==> src/rtl/skel_pkg.sv <==
// Shared definitions for the skeletonization core.
//   state_t      : controller states (load, two thinning subpasses, check, done)
//   FG / BG      : stored foreground / background pixel values
//   P2_IDX..P9_IDX : bit positions of the neighbours P2..P9 in the packed
//                  8-bit neighbour vector handed to center_mask
package skel_pkg;

   typedef enum logic [2:0] {
      LOAD  = 3'd0,
      PASS1 = 3'd1,
      PASS2 = 3'd2,
      CHECK = 3'd3,
      DONE  = 3'd4
   } state_t;

   localparam logic [7:0] FG = 8'hFF;
   localparam logic [7:0] BG = 8'h00;

   // Neighbour order is clockwise from north so that the A count can walk
   // the vector cyclically.
   localparam int P2_IDX = 0;  // (r-1, c  )
   localparam int P3_IDX = 1;  // (r-1, c+1)
   localparam int P4_IDX = 2;  // (r  , c+1)
   localparam int P5_IDX = 3;  // (r+1, c+1)
   localparam int P6_IDX = 4;  // (r+1, c  )
   localparam int P7_IDX = 5;  // (r+1, c-1)
   localparam int P8_IDX = 6;  // (r  , c-1)
   localparam int P9_IDX = 7;  // (r-1, c-1)

endpackage

==> src/rtl/main_controller_if.sv <==
// Bus bundle of the skeletonization controller.
//   we, data_in      : serial image load (raster order)
//   rd_addr, data_out: combinational read port (row*N+col)
//   busy, done       : thinning in progress / skeleton final
//   iter_count       : completed iterations that deleted pixels (saturating)
// master = system/bench side, slave = main_controller side.
interface main_controller_if #(
   parameter int N          = 8,
   parameter int bitSize    = $clog2(N*N),
   parameter int pixelWidth = 8
) ();

   logic                  we;
   logic [pixelWidth-1:0] data_in;
   logic [bitSize-1:0]    rd_addr;
   logic [pixelWidth-1:0] data_out;
   logic                  busy;
   logic                  done;
   logic [7:0]            iter_count;

   modport master (
      output we, data_in, rd_addr,
      input  data_out, busy, done, iter_count
   );

   modport slave (
      input  we, data_in, rd_addr,
      output data_out, busy, done, iter_count
   );

endinterface

==> src/rtl/main_controller_center_mask.sv <==
// center_mask: purely combinational Zhang-Suen deletion test for one pixel.
//   nbr      : foreground bits of P2..P9 (indexed by skel_pkg P*_IDX)
//   center   : foreground bit of P1
//   pass_sel : 0 = first subpass, 1 = second subpass
//   del      : pixel must be deleted in this subpass
module center_mask
   import skel_pkg::*;
(
   input  logic [7:0] nbr,
   input  logic       center,
   input  logic       pass_sel,
   output logic       del
);

   logic [3:0] b_cnt;
   logic [3:0] a_cnt;
   logic       p2, p4, p6, p8;
   logic       dir_ok;

   always_comb begin
      b_cnt = '0;
      a_cnt = '0;
      for (int unsigned i = 0; i < 8; i++) begin
         b_cnt = b_cnt + 4'(nbr[3'(i)]);
         // 0->1 transitions around the cyclic sequence P2..P9,P2
         if (!nbr[3'(i)] && nbr[3'((i + 1) % 8)]) begin
            a_cnt = a_cnt + 4'd1;
         end
      end
   end

   assign p2 = nbr[P2_IDX];
   assign p4 = nbr[P4_IDX];
   assign p6 = nbr[P6_IDX];
   assign p8 = nbr[P8_IDX];

   always_comb begin
      if (pass_sel) begin
         dir_ok = !(p2 && p4 && p8) && !(p2 && p6 && p8);
      end else begin
         dir_ok = !(p2 && p4 && p6) && !(p4 && p6 && p8);
      end
   end

   assign del = center && (b_cnt >= 4'd2) && (b_cnt <= 4'd6) &&
                (a_cnt == 4'd1) && dir_ok;

endmodule

==> src/rtl/main_controller.sv <==
// main_controller: top of the binary-image skeletonization core.
// Loads an N x N image serially (one pixel per two clocks), then thins it in
// place with two-subpass Zhang-Suen until an iteration deletes nothing.
//   clk, rst : rising-edge clock, asynchronous active-high reset
//   bus      : main_controller_if.slave (load, read port, status)
module main_controller
   import skel_pkg::*;
#(
   parameter int N          = 8,
   parameter int bitSize    = $clog2(N*N),
   parameter int pixelWidth = 8
) (
   input logic              clk,
   input logic              rst,
   main_controller_if.slave bus
);

   localparam int unsigned            NPIX      = N * N;
   localparam logic [bitSize:0]       LOAD_END  = (bitSize+1)'(NPIX);
   localparam logic [bitSize-1:0]     LAST_ADDR = bitSize'(NPIX - 1);
   localparam logic [pixelWidth-1:0]  PIX_FG    = pixelWidth'(FG);
   localparam logic [pixelWidth-1:0]  PIX_BG    = pixelWidth'(BG);

   state_t                state_q, state_d;
   logic [pixelWidth-1:0] img_q [NPIX];
   logic [pixelWidth-1:0] img_d [NPIX];
   logic [bitSize:0]      load_addr_q, load_addr_d;
   logic                  phase_q, phase_d;
   logic [bitSize-1:0]    scan_addr_q, scan_addr_d;
   logic [NPIX-1:0]       mark_q, mark_d;
   logic [NPIX-1:0]       mark_all;
   logic                  changed_q, changed_d;
   logic [7:0]            iter_q, iter_d;

   logic [7:0]            nbr;
   logic                  center;
   logic                  del;
   logic                  scan_last;

   // Zero-padded foreground lookup into the live image.
   function automatic logic fg_at(input int r, input int c);
      if (r < 0 || r >= N || c < 0 || c >= N) begin
         return 1'b0;
      end
      return img_q[bitSize'(r * N + c)] != PIX_BG;
   endfunction

   always_comb begin
      int row;
      int col;
      row = int'(scan_addr_q) / N;
      col = int'(scan_addr_q) % N;
      center       = fg_at(row, col);
      nbr          = '0;
      nbr[P2_IDX]  = fg_at(row - 1, col);
      nbr[P3_IDX]  = fg_at(row - 1, col + 1);
      nbr[P4_IDX]  = fg_at(row,     col + 1);
      nbr[P5_IDX]  = fg_at(row + 1, col + 1);
      nbr[P6_IDX]  = fg_at(row + 1, col);
      nbr[P7_IDX]  = fg_at(row + 1, col - 1);
      nbr[P8_IDX]  = fg_at(row,     col - 1);
      nbr[P9_IDX]  = fg_at(row - 1, col - 1);
   end

   center_mask u_center_mask (
      .nbr      (nbr),
      .center   (center),
      .pass_sel (state_q == PASS2),
      .del      (del)
   );

   assign scan_last = (scan_addr_q == LAST_ADDR);

   // FSM: state register
   always_ff @(posedge clk or posedge rst) begin
      if (rst) begin
         state_q <= LOAD;
      end else begin
         state_q <= state_d;
      end
   end

   // FSM: next state
   always_comb begin
      state_d = state_q;
      case (state_q)
         LOAD:    if (load_addr_q == LOAD_END) state_d = PASS1;
         PASS1:   if (scan_last) state_d = PASS2;
         PASS2:   if (scan_last) state_d = CHECK;
         CHECK:   state_d = changed_q ? PASS1 : DONE;
         DONE:    state_d = DONE;
         default: state_d = LOAD;
      endcase
   end

   // FSM: outputs
   always_comb begin
      bus.busy = (state_q == PASS1) || (state_q == PASS2) || (state_q == CHECK);
      bus.done = (state_q == DONE);
   end

   assign bus.iter_count = iter_q;
   assign bus.data_out   = img_q[bus.rd_addr];

   // Datapath next values
   always_comb begin
      img_d       = img_q;
      load_addr_d = load_addr_q;
      phase_d     = phase_q;
      scan_addr_d = scan_addr_q;
      mark_d      = mark_q;
      changed_d   = changed_q;
      iter_d      = iter_q;
      mark_all    = mark_q;

      case (state_q)
         LOAD: begin
            phase_d = ~phase_q;
            if (!phase_q && bus.we && load_addr_q != LOAD_END) begin
               img_d[load_addr_q[bitSize-1:0]] = (bus.data_in != '0) ? PIX_FG : PIX_BG;
               load_addr_d = load_addr_q + (bitSize+1)'(1);
            end
         end
         PASS1, PASS2: begin
            // The image is untouched until the subpass ends, so every
            // decision in the scan sees the subpass-start image.
            mark_all[scan_addr_q] = mark_q[scan_addr_q] | del;
            changed_d = changed_q | del;
            if (scan_last) begin
               for (int unsigned i = 0; i < NPIX; i++) begin
                  if (mark_all[bitSize'(i)]) img_d[bitSize'(i)] = PIX_BG;
               end
               mark_d      = '0;
               scan_addr_d = '0;
            end else begin
               mark_d      = mark_all;
               scan_addr_d = scan_addr_q + bitSize'(1);
            end
         end
         CHECK: begin
            if (changed_q && iter_q != 8'hFF) iter_d = iter_q + 8'd1;
         end
         default: ;
      endcase

      if (state_q != PASS1 && state_d == PASS1) changed_d = 1'b0;
   end

   always_ff @(posedge clk or posedge rst) begin
      if (rst) begin
         img_q       <= '{default: '0};
         load_addr_q <= '0;
         phase_q     <= 1'b0;
         scan_addr_q <= '0;
         mark_q      <= '0;
         changed_q   <= 1'b0;
         iter_q      <= '0;
      end else begin
         img_q       <= img_d;
         load_addr_q <= load_addr_d;
         phase_q     <= phase_d;
         scan_addr_q <= scan_addr_d;
         mark_q      <= mark_d;
         changed_q   <= changed_d;
         iter_q      <= iter_d;
      end
   end

endmodule

==> src/flat_wrapper.sv <==
// flat-port wrapper written by rule: the top's interface ports become plain ports
module main_controller_flat import skel_pkg::*;
#(
   parameter int N          = 8,
   parameter int bitSize    = $clog2(N*N),
   parameter int pixelWidth = 8
)
  (clk, rst, bus_we, bus_data_in, bus_rd_addr, bus_data_out, bus_busy, bus_done, bus_iter_count);
  main_controller_if #(.N(N), .bitSize(bitSize), .pixelWidth(pixelWidth)) bus_i ();
  input logic clk;
  input logic rst;
  input wire logic [$bits(bus_i.we)-1:0] bus_we;
  input wire logic [$bits(bus_i.data_in)-1:0] bus_data_in;
  input wire logic [$bits(bus_i.rd_addr)-1:0] bus_rd_addr;
  output wire logic [$bits(bus_i.data_out)-1:0] bus_data_out;
  output wire logic [$bits(bus_i.busy)-1:0] bus_busy;
  output wire logic [$bits(bus_i.done)-1:0] bus_done;
  output wire logic [$bits(bus_i.iter_count)-1:0] bus_iter_count;
  assign bus_i.we = bus_we;
  assign bus_i.data_in = bus_data_in;
  assign bus_i.rd_addr = bus_rd_addr;
  assign bus_data_out = bus_i.data_out;
  assign bus_busy = bus_i.busy;
  assign bus_done = bus_i.done;
  assign bus_iter_count = bus_i.iter_count;
  main_controller #(.N(N), .bitSize(bitSize), .pixelWidth(pixelWidth)) u_core (.clk(clk), .rst(rst), .bus(bus_i));
endmodule
==> config.mk <==
export PLATFORM = sky130hd
export DESIGN_NAME = main_controller_flat
export DESIGN_NICKNAME = d
export VERILOG_FILES = /design/src/rtl/skel_pkg.sv /design/src/rtl/main_controller_if.sv /design/src/rtl/main_controller_center_mask.sv /design/src/rtl/main_controller.sv /design/src/flat_wrapper.sv
export SDC_FILE = /design/constraint.sdc
export NUM_CORES = 1
export LEC_CHECK = 0
export CORE_MARGIN = 2
export CORE_UTILIZATION = 53
export CTS_CLUSTER_SIZE = 16
export DETAILED_ROUTE_END_ITERATION = 16
export PLACE_DENSITY = 0.7
export SLEW_MARGIN = 25
export SYNTH_ARGS = -nofsm -noshare
export SYNTH_HDL_FRONTEND = slang
export SYNTH_HIERARCHICAL = 1
export SYNTH_SLANG_ARGS = --single-unit
==> constraint.sdc <==
create_clock -name clk -period 17.3 [get_ports clk]
set_input_delay 2.595 -clock clk [delete_from_list [all_inputs] [get_ports clk]]
set_output_delay 2.595 -clock clk [all_outputs]
set_load 0.1 [all_outputs]
==> results_dict.tcl <==
set metrics [dict create \
    layout-drive-gt1-share 0.1167 \
    drt_iter0_drc 1604 \
    ys.flop_type "dfrtp_1" \
    worst_path_max_delay_cell "ha_1" \
    insertion_delay_ps 430 \
    skew_ps 10.36 \
    synth_common_cells "dfrtp_1 (154), nand2_1 (142), o21ai_0 (124)" \
    coreArea_sq_um 23330 \
    cts-hold-fix-buffers 0 \
    antenna_found_initial 0 \
    postRouteAntennaNets 0 \
    dr.pass1.iters 7 \
    min_to "u_core/load_addr_q[6]" \
    pre_cts_ws_ps 7942 \
    r2r_slack_ps 7810 \
    avgSynthCellArea_sq_um 8.954 \
    synth_fp_nets 1445 \
    die_h_um 157.5 \
    synthAdderAreaFrac 0.03726 \
    place.gp.congestion 0.9555 \
    clock.fmax_ghz 0.1054 \
    rows 56 \
    drc_errors 0 \
    yosysTopAreaCell "dfrtp_1" \
    ioPinCount 35 \
    timing.rr.end "u_core/mark_q[0]" \
    grt_pass1_wl_mm 63.55 \
    slew_headroom 0.2567 \
    synth_most_common_cell "dfrtp_1" \
    final.setup.worst_slack_ps 7810 \
    wire_per_inst_um 24.57 \
    grt_pass1_vias 10720 \
    ys_warn_count 6 \
    power.density_nw_per_um2 81.91 \
    grt_overflow 0 \
    initial_core_util 0.5353 \
    synth-compound-area-share 0.2358 \
    cts_repair_resize_count 0 \
    p_sw_mw 0.3938 \
    fin_crit_sh 0.5486 \
    start_kind "flop" \
    via_per_inst 7.035 \
    ys_seq_area_frac 0.3085 \
    synthSimpleGateAreaFrac 0.1623 \
    setup_tns_ps 0 \
    routed_wl_mm 41.10 \
    cts_sinks 154 \
    path_max_fanout 64 \
    num-nets-final 1391 \
    min_path_cells 1 \
    cts_max_path_buffers 2 \
    p_seq_frac 0.377 \
    synth_top_family_by_area "compound AO/OA/AOI/OAI gates" \
    status "complete, no violations" \
    ys_types 81 \
    die_x_um 157.5 \
    hp-start "u_core/load_addr_q[6]" \
    dpl.hpwl_mm 27.69 \
    ir_drop_mv 0.06339 \
    cts_tree "done" \
    synthMuxAreaShare 0.1653 \
    leakagePower_nw 4.737 \
    crit_path_max_incr_delay_ps 850 \
    synthCells 1395 \
    area_growth_pct 8.274 \
    cts.clk_slew.worst_paths_ps 70 \
    yosys_register_bits 154 \
    num_vias 11770 \
    fillerInstances 2066 \
    synth-async-reset-ratio 1.000 \
    diodes 0 \
    r2r_start "u_core/scan_addr_q[0]" \
    root_buffer "clkbuf_16" \
    period_minus_slack_ps 9490 \
    synth_edf_count 0 \
    die_area_sq_um 24810 \
    rsz0062_at_grt "no" \
    cp_common_cell "ha_1" \
    register_area_sq_um 3859 \
    htree_levels 4 \
    postCtsSetupBuffers 0 \
    required_ps 17570 \
    worstRegToRegCells 32 \
    dp_cells 1640 \
    synth_area_leaders "dfrtp_1 (31%), mux4_2 (9.4%), o31ai_1 (5.6%)" \
    switching_share 0.3555 \
    p_int_mw 0.7140 \
    critPathCaptureType "flop" \
    grt_usage 0.3346 \
    synth_xor_area_frac 0.02945 \
    multi_input_area_sq_um 7919 \
    clkPwrFrac 0.372 \
    grt_max_degree 107 \
    cp.arrival_ps 9760 \
    final_cells 1673 \
    netlist.area_leader.share 0.3085 \
    postLayoutCoreUtil 0.5796 \
    maxCapViolCount 0 \
    slew_viol_final 0 \
    crit_type "flop to flop" \
    finalHoldViolations 0 \
    syn-cell-area_sq_um 12490 \
    hold_class "flop to flop" \
    setup_viol 0 \
    cts_buffers 17 \
    port_buffers 34 \
    worstMarginPinSlew_ps 1115 \
    combPwrFrac 0.250 \
]
through the flow:
stage / power (mW) / area [sq um] / hold slack (ps)
3_5_place_dp: 0.6912 / 12850 / 467.8
3_3_place_gp: 0.6883 / 12850 / 459.4
4_1_cts: 1.101 / 13490 / 478.9
5_1_grt: 1.149 / 13520 / 499.8
6_report: 1.108 / 13520 / 483.0
2_1_floorplan: 0.6018 / 12490 / 445.4
power by group through the flow:
stage,clock network (mW),logic [mW],registers [mW]
floorplan,0,0.207,0.395
global placement,0,0.266,0.422
detailed placement,0,0.268,0.423
CTS,0.415,0.269,0.417
global route,0.430,0.296,0.422
finish,0.413,0.277,0.418
area by class of cell:
| class | instances | share of cell area |
|---|---|---|
| Clock buffer | 20 | 0.03303 |
| Inverter | 40 | 0.01147 |
| Tap cell | 319 | 0.02951 |
| Sequential cell | 154 | 0.2853 |
| Multi-Input combinational cell | 1068 | 0.5855 |
| Timing Repair Buffer | 60 | 0.04135 |
| Clock inverter | 12 | 0.01378 |
kinds of logic after synthesis:
kind of cell | count (synthesis)
adders and majority gates | 33
xor gates and xnor gates | 37
muxes | 139
DFF | 154
and+or+nand+nor | 432
buffers and inverters | 173
AOI/OAI and AO/OA | 427
metal layers:
metal	vias up	share of wire	GRT usage
li1	5181	-	-
met1	5668	0.39	0.4658
met2	789	0.43	0.4874
met3	131	0.13	0.1002
met4	0	0.039	0.1351
met5	-	0	0
worst max-delay path by stage:
stage,start,to,slack (ps),cells past startpoint
detailed placement,u_core/scan_addr_q[0],u_core/mark_q[28],7940,32
CTS,u_core/scan_addr_q[0],u_core/mark_q[28],7920,32
global placement,u_core/scan_addr_q[0],u_core/mark_q[28],8160,35
global route,u_core/scan_addr_q[0],u_core/mark_q[12],7160,35
finish,u_core/scan_addr_q[0],u_core/mark_q[0],7810,32
floorplan,u_core/scan_addr_q[0],u_core/mark_q[0],9260,36
state kept, by name, indices dropped and copies added (netlist names):
register and count:
u_core/img_q 64, u_core/mark_q 64, u_core/bus.iter_count 8, u_core/load_addr_q 7
u_core/scan_addr_q 6, u_core/state_q 3, u_core/changed_q 1, u_core/phase_q 1
placed cells by master (no fill, tap or decap), drive strengths merged, types with 6 or more instances in the layout:
cell type,instances
dfrtp,154
nand2,142
o21ai,131
nor2,112
o31ai,95
mux2i,69
nor3,61
mux4,52
a21oi,51
inv,40
clkdlybuf4s50,34
a32o,31
ha,26
buf,26
o41ai,24
xnor2,23
nand3,22
a211oi,20
clkbuf,20
nor2b,18
mux2,18
xor2,12
o2111ai,11
nand2b,10
nor4,9
o22ai,8
or3,8
and2,8
nand4,7
nand3b,7
fa,7
o211ai,6
a22o,6
a221oi,6
and3,6
critical path, delay by kind of cell, from the launching register on:
kind,cells,cell delay (ps)
AO/OA/AOI/OAI,9,2190
XOR/XNOR,3,610
adder cells (fa/ha/maj),7,2520
buffers and inverters,4,1220
flip-flops,1,710
multiplexers,3,1180
AND/OR/NAND/NOR,6,760
Power figures use the tool's default switching activity.
